<file path="src/rtl/ram_1w_1rs_arbiter_pkg.sv">
// ============================================================================
// Module      : ram_1w_1rs_arbiter_pkg
// Description : Shared sizing helpers for the 1W/1R RAM port arbiter.
// Revision    : 1.0
// ============================================================================
`default_nettype none

package ram_1w_1rs_arbiter_pkg;

    localparam int unsigned c_MIN_PTR_W = 1;

    // Round-robin pointer width; a single port still needs a 1-bit register.
    function automatic int ptr_width(input int n);
        return (n > 1) ? $clog2(n) : int'(c_MIN_PTR_W);
    endfunction

    function automatic int lane_width(input int data_w, input int mask_w);
        return data_w / mask_w;
    endfunction

    // Low bit of field idx inside a packed bus of w-bit fields.
    function automatic int slice_lo(input int idx, input int w);
        return idx * w;
    endfunction

endpackage

`default_nettype wire

</file>
<file path="src/rtl/ram_1w_1rs_arbiter_rr_arbiter.sv">
// ============================================================================
// Module      : rr_arbiter
// Description : Round-robin picker: first asserted request at or after ptr_i.
// Revision    : 1.0
// ============================================================================
`default_nettype none

module rr_arbiter
    import ram_1w_1rs_arbiter_pkg::*;
#(
    parameter int N  = 2,
    parameter int PW = ptr_width(N)
) (
    input  logic [N-1:0]  req_i,
    input  logic [PW-1:0] ptr_i,
    input  logic          en_i,
    output logic [N-1:0]  grant_o,
    output logic [PW-1:0] idx_o
);

    logic w_found;

    always_comb begin
        grant_o = '0;
        idx_o   = '0;
        w_found = 1'b0;
        if (en_i) begin
            for (int k = 0; k < N; k++) begin
                if (!w_found && req_i[(int'(ptr_i) + k) % N]) begin
                    w_found                         = 1'b1;
                    grant_o[(int'(ptr_i) + k) % N]  = 1'b1;
                    idx_o                           = PW'((int'(ptr_i) + k) % N);
                end
            end
        end
    end

endmodule

`default_nettype wire

</file>
<file path="src/rtl/ram_1w_1rs_arbiter.sv">
// ============================================================================
// Module      : ram_1w_1rs_arbiter
// Description : Shares one 1W/1R RAM between several write and read requesters.
// Revision    : 1.0
// ============================================================================
`default_nettype none

module ram_1w_1rs_arbiter
    import ram_1w_1rs_arbiter_pkg::*;
#(
    parameter int WR_PORTS     = 2,
    parameter int RD_PORTS     = 2,
    parameter int ADDR_WIDTH   = 8,
    parameter int DATA_WIDTH   = 32,
    parameter int MASK_WIDTH   = 4,
    parameter int HAZARD_STALL = 1
) (
    input  logic                           clk,
    input  logic                           reset,
    input  logic [WR_PORTS-1:0]            wr_req_valid,
    output logic [WR_PORTS-1:0]            wr_req_ready,
    input  logic [WR_PORTS*ADDR_WIDTH-1:0] wr_req_addr,
    input  logic [WR_PORTS*DATA_WIDTH-1:0] wr_req_data,
    input  logic [WR_PORTS*MASK_WIDTH-1:0] wr_req_mask,
    input  logic [RD_PORTS-1:0]            rd_req_valid,
    output logic [RD_PORTS-1:0]            rd_req_ready,
    input  logic [RD_PORTS*ADDR_WIDTH-1:0] rd_req_addr,
    output logic [RD_PORTS-1:0]            rd_rsp_valid,
    output logic [DATA_WIDTH-1:0]          rd_rsp_data,
    output logic                           ram_wr_en,
    output logic [MASK_WIDTH-1:0]          ram_wr_mask,
    output logic [ADDR_WIDTH-1:0]          ram_wr_addr,
    output logic [DATA_WIDTH-1:0]          ram_wr_data,
    output logic                           ram_rd_en,
    output logic [ADDR_WIDTH-1:0]          ram_rd_addr,
    input  logic [DATA_WIDTH-1:0]          ram_rd_data
);

    localparam int WPW = ptr_width(WR_PORTS);
    localparam int RPW = ptr_width(RD_PORTS);

    logic [WPW-1:0]      wr_ptr_q, wr_ptr_d;
    logic [RPW-1:0]      rd_ptr_q, rd_ptr_d;
    logic [RD_PORTS-1:0] rsp_port_q, rsp_port_d;

    logic [WR_PORTS-1:0]   w_wr_grant;
    logic [WPW-1:0]        w_wr_idx;
    logic [RD_PORTS-1:0]   w_rd_cand;
    logic [RPW-1:0]        w_rd_idx;
    logic [ADDR_WIDTH-1:0] w_rd_addr;
    logic                  w_hazard;

    rr_arbiter #(
        .N  (WR_PORTS),
        .PW (WPW)
    ) u_wr_arb (
        .req_i   (wr_req_valid),
        .ptr_i   (wr_ptr_q),
        .en_i    (!reset),
        .grant_o (w_wr_grant),
        .idx_o   (w_wr_idx)
    );

    rr_arbiter #(
        .N  (RD_PORTS),
        .PW (RPW)
    ) u_rd_arb (
        .req_i   (rd_req_valid),
        .ptr_i   (rd_ptr_q),
        .en_i    (!reset),
        .grant_o (w_rd_cand),
        .idx_o   (w_rd_idx)
    );

    assign wr_req_ready = w_wr_grant;
    assign ram_wr_en    = |w_wr_grant;
    assign ram_wr_addr  = wr_req_addr[slice_lo(int'(w_wr_idx), ADDR_WIDTH) +: ADDR_WIDTH];
    assign ram_wr_data  = wr_req_data[slice_lo(int'(w_wr_idx), DATA_WIDTH) +: DATA_WIDTH];
    assign ram_wr_mask  = wr_req_mask[slice_lo(int'(w_wr_idx), MASK_WIDTH) +: MASK_WIDTH];

    // Holding the colliding read one cycle makes it observe the freshly written word.
    assign w_rd_addr    = rd_req_addr[slice_lo(int'(w_rd_idx), ADDR_WIDTH) +: ADDR_WIDTH];
    assign w_hazard     = (HAZARD_STALL != 0) && ram_wr_en && (|w_rd_cand)
                          && (w_rd_addr == ram_wr_addr);
    assign rd_req_ready = w_hazard ? '0 : w_rd_cand;
    assign ram_rd_en    = |rd_req_ready;
    assign ram_rd_addr  = w_rd_addr;

    always_comb begin
        wr_ptr_d   = wr_ptr_q;
        rd_ptr_d   = rd_ptr_q;
        rsp_port_d = '0;
        if (ram_wr_en) begin
            wr_ptr_d = WPW'((int'(w_wr_idx) + 1) % WR_PORTS);
        end
        if (ram_rd_en) begin
            rd_ptr_d   = RPW'((int'(w_rd_idx) + 1) % RD_PORTS);
            rsp_port_d = rd_req_ready;
        end
    end

    always_ff @(posedge clk or posedge reset) begin
        if (reset) begin
            wr_ptr_q   <= '0;
            rd_ptr_q   <= '0;
            rsp_port_q <= '0;
        end else begin
            wr_ptr_q   <= wr_ptr_d;
            rd_ptr_q   <= rd_ptr_d;
            rsp_port_q <= rsp_port_d;
        end
    end

    assign rd_rsp_valid = rsp_port_q;
    assign rd_rsp_data  = ram_rd_data;

endmodule

`default_nettype wire

</file>
<file path="config.mk">
export PLATFORM = sky130hd
export DESIGN_NAME = ram_1w_1rs_arbiter
export DESIGN_NICKNAME = d
export VERILOG_FILES = /design/src/rtl/ram_1w_1rs_arbiter_pkg.sv /design/src/rtl/ram_1w_1rs_arbiter_rr_arbiter.sv /design/src/rtl/ram_1w_1rs_arbiter.sv
export SDC_FILE = /design/constraint.sdc
export NUM_CORES = 1
export LEC_CHECK = 0
export BUFFER_PORTS_ARGS = -buffer_cell sky130_fd_sc_hd__buf_4
export CAP_MARGIN = 20
export CORE_AREA = 5 5 86 88
export CTS_CLUSTER_DIAMETER = 150
export CTS_CLUSTER_SIZE = 40
export DETAILED_ROUTE_END_ITERATION = 12
export DIE_AREA = 0 0 91 93
export PLACE_DENSITY = 0.61
export SYNTH_ARGS = -nofsm -noshare
export SYNTH_HDL_FRONTEND = slang
export SYNTH_SLANG_ARGS = --single-unit
</file>
<file path="constraint.sdc">
create_clock -name clk -period 2.75 [get_ports clk]
set_input_delay 0.4125 -clock clk [delete_from_list [all_inputs] [get_ports clk]]
set_output_delay 0.4125 -clock clk [all_outputs]
set_load 0.05 [all_outputs]
</file>
# Word level (Yosys, flattened, before mapping)
# Cells that the tools add are included.
word_totals:
  register_bits: 4
  out_inout_bits: 92
  in_bits: 142
  elab_cells: 75
op_classes:
  shift: 4
  n_lt_le_gt_ge: 8
  addsub: 4
  mux: 38
  bitwise_logic: 4
  n_reduce_logical: 13
  eq_ne: 1
op_table:
  columns: ["cell", "n"]
  rows:
  - ["variable part select 64 x 7 -> 32 bit", 1]
  - ["variable part select 16 x 5 -> 8 bit", 2]
  - ["two-way mux 1 bit", 24]
  - ["two-way mux 2 bit", 10]
  - ["equality test 8 bit", 1]
  - ["logical AND 1 bit", 8]
  - ["variable part select 8 x 4 -> 4 bit", 1]
  - ["< comparator 2 x 3 -> 1 bit, second input constant", 2]
  - ["OR reduction 2 bit", 3]
  - ["adder 1 bit, second input constant", 4]
  - ["demux 1 bit (select 1 bit)", 4]
  - ["greater-or-equal comparator 2 x 1 -> 1 bit, second input constant", 2]
  - ["< comparator 1 x 2 -> 1 bit, second input constant", 2]
  - ["bitwise OR 2 bit", 2]
  - ["AND 1 bit, first input constant", 2]
  - ["greater-or-equal comparator 1 bit, second input constant", 2]
  - ["logical NOT 1 bit", 2]

# Depth between registers and ports, before layout
logic_depth:
  depth_word: 15
  depth_mapped: 7
  mapped_depth_nobuf: 7

# Modules after synthesis
# From an unflattened synthesis, not the netlist that was laid out.
hier_totals:
  hier_cells: 129
  hier_area_um2: 1191.1
by_module_without_submodules:
  columns: ["module", "seq_area_each_um2", "area_per_inst_um2", "instances", "cells_per_inst"]
  rows:
  - ["ram_1w_1rs_arbiter", 100.1, 1138.6, 1, 117]
  - ["rr_arbiter", 0.0, 26.3, 2, 6]

# Worst setup path after synthesis
# Ideal clock, no wire load.
synth_timing:
  path_type: "in2out"
  from: "input port rd_req_valid[0]"
  to: "output port rd_req_ready[0]"
  stages: 7
  n_path_buf: 0
  t_required_ns: 2.338
  t_arrival_ns: 4.307
  slack_ns: -1.970
  path_cell_list: "nor2b_1 -> o21ai_0 -> nand2_1 -> a222oi_1 -> nor4b_4 -> and4_1 -> a2111oi_0"
synth_between:
  elab_chain_cells: 12
  word_cells_on_any_way: 23
  cone_classes: "1 x eq/ne; 1 x shift; 15 x mux; 1 x bitwise; 5 x reduce/logical"
synth_rtl:
  columns: ["element", "line_no", "rtl"]
  rows:
  - ["from (decl)", "ram_1w_1rs_arbiter.sv:25", "input logic [RD_PORTS-1:0] rd_req_valid,"]
  - ["two-way mux 1 bit (implied by the code) (2 in a row)", "ram_1w_1rs_arbiter_rr_arbiter.sv:29", "if (!w_found && req_i[(int'(ptr_i) + k) % N]) begin"]
  - ["two-way mux 1 bit", "ram_1w_1rs_arbiter_rr_arbiter.sv:29", null]
  - ["two-way mux 1 bit", "ram_1w_1rs_arbiter_rr_arbiter.sv:27", "if (en_i) begin"]
  - ["logical NOT 1 bit", "ram_1w_1rs_arbiter_rr_arbiter.sv:29", null]
  - ["logical AND 1 bit", "ram_1w_1rs_arbiter_rr_arbiter.sv:29", null]
  - ["two-way mux 1 bit *", "ram_1w_1rs_arbiter_rr_arbiter.sv:29", null]
  - ["two-way mux 1 bit *", "ram_1w_1rs_arbiter_rr_arbiter.sv:27", null]
  - ["variable part select 16 x 5 -> 8 bit *", "ram_1w_1rs_arbiter.sv:82", "assign w_rd_addr = rd_req_addr[slice_lo(int'(w_rd_idx), ADDR_WIDTH) +: ADDR_WIDTH];"]
  - ["via ram_rd_addr[4]", "ram_1w_1rs_arbiter.sv:35", "output logic [ADDR_WIDTH-1:0] ram_rd_addr,"]
  - ["equality test 8 bit *", "ram_1w_1rs_arbiter.sv:84", "&& (w_rd_addr == ram_wr_addr);"]
  - ["logical AND 1 bit *", "ram_1w_1rs_arbiter.sv:84", null]
  - ["two-way mux 2 bit *", "ram_1w_1rs_arbiter.sv:85", "assign rd_req_ready = w_hazard ? '0 : w_rd_cand;"]
  - ["to (decl)", "ram_1w_1rs_arbiter.sv:26", "output logic [RD_PORTS-1:0] rd_req_ready,"]
# The timed path passes the listed nets; every way through them passes the cells marked *. The select of a mux whose other input is x is not followed.

# Final worst setup path
layout_timing:
  from: "register wr_ptr_q"
  to: "output port rd_req_ready[0]"
layout_between:
  elab_chain_cells: 13
  word_cells_on_any_way: 35
  cone_classes: "1 x add/sub; 4 x order compare; 1 x eq/ne; 1 x shift; 19 x mux; 2 x bitwise; 7 x reduce/logical"
layout_rtl:
  columns: ["element", "line_no", "rtl"]
  rows:
  - ["from (decl)", "ram_1w_1rs_arbiter.sv:42", "logic [WPW-1:0] wr_ptr_q, wr_ptr_d;"]
  - ["from (signal assigned)", "ram_1w_1rs_arbiter.sv:108", "wr_ptr_q <= wr_ptr_d;"]
  - ["parallel branches: the longest is 11 deep, another holds variable part select 16 x 5 -> 8 bit", null, null]
  - ["logical AND 1 bit *", "ram_1w_1rs_arbiter.sv:84", null]
  - ["two-way mux 2 bit *", "ram_1w_1rs_arbiter.sv:85", null]
# Mark *: on every way between the ends. The select of a mux whose other input is x is not followed.

==> metrics.md <==
| Metric | Value |
|---|---|
| Syn Nets | `361` |
| CTS H-Tree Depth | `1` |
| Vias per cell | `between 4 and 5` |
| Hold Path Class | `primary input to asynchronous set/reset pin` |
| Detailed Place HPWL | `roughly 5700 um` |
| Worst Skew | `0.00358 ns` |
| Critical Path Max Stage Delay | `around 0.37 ns` |
| Worst path slowest cell | `dfrtp_1` |
| Overall routing resource usage | `0.136` |
| Failing checks | `negative setup slack` |
| # rows | `30` |
| Die width | `91 um` |
| Vias | `1988` |
| Root buffer cell | `clkbuf_8` |
| Top cell by count, worst path | `buf_6` |
| Antenna-violating nets left | `0` |
| CP Capture Type | `primary output` |
| Post-synthesis instance total | `between 200 and 250` |
| Post-Layout Cell Count | `463` |
| TritonCTS clock tree | `yes` |
| Critical path arrival | `~2.4 ns` |
| Post-synth EDFFs | `0` |
| CP Class | `flip-flop to primary output` |
| Distinct cells, synth | `33` |
| MaxCap Viol Count | `0` |
| Nets | `527` |
| Fmax | `roughly 360 MHz` |
| Initial Utilization | `0.195` |
| Post-layout min period | `2.77 ns` |
| Main synth FF type | `dfrtp_1` |
| Final setup viols | `3` |
| Clk sink count | `4` |
| Seq cells post-synth | `4` |
| Routability cong. | `0.806` |
| DRC viols | `0` |
| Initial DRC Count | `26` |
| Placed cell count | `455` |
| CTS Buffer Depth | `2` |
| CP delay by family, top | `simple AND/OR/NAND/NOR gates` |
| Maximum vdd drop | `0.194 mV` |
| Seq/Total Area, Yosys | `0.0780` |
| Hold-fix buffers, CTS | `0` |
| PnR worst setup slack | `-0.0221 ns` |
| Clock-pin slew on the worst setup and hold paths | `0.03 ns` |
| DP Worst Slack | `-0.176 ns` |
| Yosys top cell by area | `nand2_1` |
| Core Area | `6570 um^2` |
| Num CTS Buffers | `3` |
| Io pins | `~230` |
| Max_slew headroom | `0.756` |
| LEAKAGE | `1.61 nW` |
| Mapped Area | `1280 um^2` |
| Final Max Slew Viols | `0` |
| Outcome | `finished with violations` |
| Most common cell in the synthesized netlist | `nand2_1` |
| Average size of a mapped cell | `approximately 5.9 um^2` |
| Worst skew pair latency | `around 0.22 ns` |
| Antenna violations before repair | `0` |
| Crit path buffers/inverters | `2` |
| RSZ-0062 raised after global routing | `true` |
| Worst path cell trace | `nand2b_4, nand2_4, mux2_4, a222oi_1, nor4b_4, and4_4, buf_6, a2111oi_4, buf_6` |
| Slew @ Worst Pin | `0.362 ns` |
| Share of cells above drive strength 1 | `0.593` |
| Total power | `0.00102 W` |
| Final Cycle Share | `1.01` |
| Ys Warns | `0` |
| Critical Path RT | `between 2 and 2.5 ns` |
| Post-Route WL | `6570 um` |
| Ranking of synthesized cells by area | `nand2_1 32%, buf_4 19%, dfrtp_1 7.8%` |
| Post-synth ARST share | `1.00` |
| DR pass1 iterations | `4` |
| First-pass GRT wire length | `9610 um` |
| Layout overhead on the synthesized area | `115%` |
| Setup crit start kind | `flip-flop` |
| Die Area | `8460 um^2` |
| Top cells by count, synth | `111 x nand2_1, 32 x buf_4, 9 x inv_1` |
| Antenna cell count | `0` |
| Largest net degree at the start of global routing | `34` |
| DR WL/cell | `14.2 um` |
| Total gr overflow | `0` |
| Crit-path max FO | `6` |
| Top-area cell type share of the netlist area | `0.325` |
| Final Util | `0.420` |
| Hold Worst Slack | `roughly 0.43 ns` |
| Final hold vios | `0` |
| Pwr Density | `370 nW/um^2` |
| Number of global-route vias before repair | `between 1500 and 2000` |
| IO buf count | `between 150 and 200` |
| Die H | `93 um` |
worst reg2reg max path, delay by kind of cell, from the launching register on:
| kind | cells | cell delay, ns |
|---|---|---|
| AND/OR/NAND/NOR | 4 | 0.89 |
| multiplexers | 2 | 0.39 |
| flip-flops | 1 | 0.37 |
| AO/OA/AOI/OAI | 1 | 0.34 |
| buffers and inverters | 1 | 0.15 |
worst paths after layout:
| check | depth (start not counted) | from | to | slack, ns |
|---|---|---|---|---|
| hold reg to reg | 2 | wr_ptr_q | wr_ptr_q | 0.55 |
| max in group asynchronous | 4 | reset | wr_ptr_q | 2.21 |
| setup / recovery | 9 | wr_ptr_q | rd_req_ready[0] | -0.02 |
| setup reg to reg | 8 | wr_ptr_q | rd_ptr_q | 0.49 |
| min in group clk | 3 | reset | rd_rsp_valid[0] | 0.53 |
| hold / removal | 4 | reset | rd_rsp_valid[0] | 0.43 |
layout by cell type, fill, tap and decap left out, types with 2 or more instances in the layout:
master,n
a21oi_1,3
o2111ai_1,3
xor2_1,2
nand2_1,109
or3_1,2
clkbuf_8,3
o211ai_1,2
mux2i_2,2
buf_6,5
a21boi_0,3
nor2_1,4
dfrtp_1,4
xnor2_1,2
buf_4,194
and3_1,2
nor2b_4,2
inv_1,9
nand2b_4,2
o21ai_0,3
mux2i_1,4
mux2_2,6
nand2_2,2
per-layer routing:
metal  vias up  global-route usage  part of all wire
li1        995                   -                 -
met1       855               0.144              0.35
met2       114               0.245              0.52
met3        24              0.0523              0.10
met4         0              0.0489             0.035
met5         -                   0                 0
state kept, by name (all words and copies together), names as in the netlist:
signal        cells
rd_rsp_valid      2
wr_ptr_q          1
rd_ptr_q          1
area by class of cell:
type	instances	area (um^2)
clock buffer	3	41.3
timing repair buffer	200	1530
inverter	10	37.5
tap	80	100
multi-input combinational	166	947
sequential	4	100
fill	705	3810
power breakdown:
group	switching, W	internal (W)
clock network	0.0000316	0.0000934
registers	0.00000745	0.0000695
logic	0.000490	0.000328
per-stage QoR:
step	setup TNS, ns	cell area (um^2)
finish	-0.0269	2760
global route	-0.443	2760
CTS	-0.184	2730
detailed placement	-0.502	2630
global placement	-0.158	2630
floorplan	-0.130	1320
logic make-up (layout without fill, tap and decap cells):
| group | Yosys count | after routing | share of synthesized area |
|---|---|---|---|
| simple gates | 131 | 131 | 0.447 |
| buf+inv | 49 | 213 | 0.237 |
| compound gates | 17 | 17 | 0.0926 |
| mux | 13 | 13 | 0.111 |
| xor+xnor | 5 | 5 | 0.0341 |
| flops | 4 | 4 | 0.0780 |
what timing repair did:
item | in CTS | in global routing
pin swaps | 4 | 3
hold endpoints to repair | 0 | 0
gates resized for setup | 8 | 4
endpoints found under the setup margin | 3 | 3
buffers inserted | 4 | 1
No activity file was read; power rests on OpenSTA's default activity.
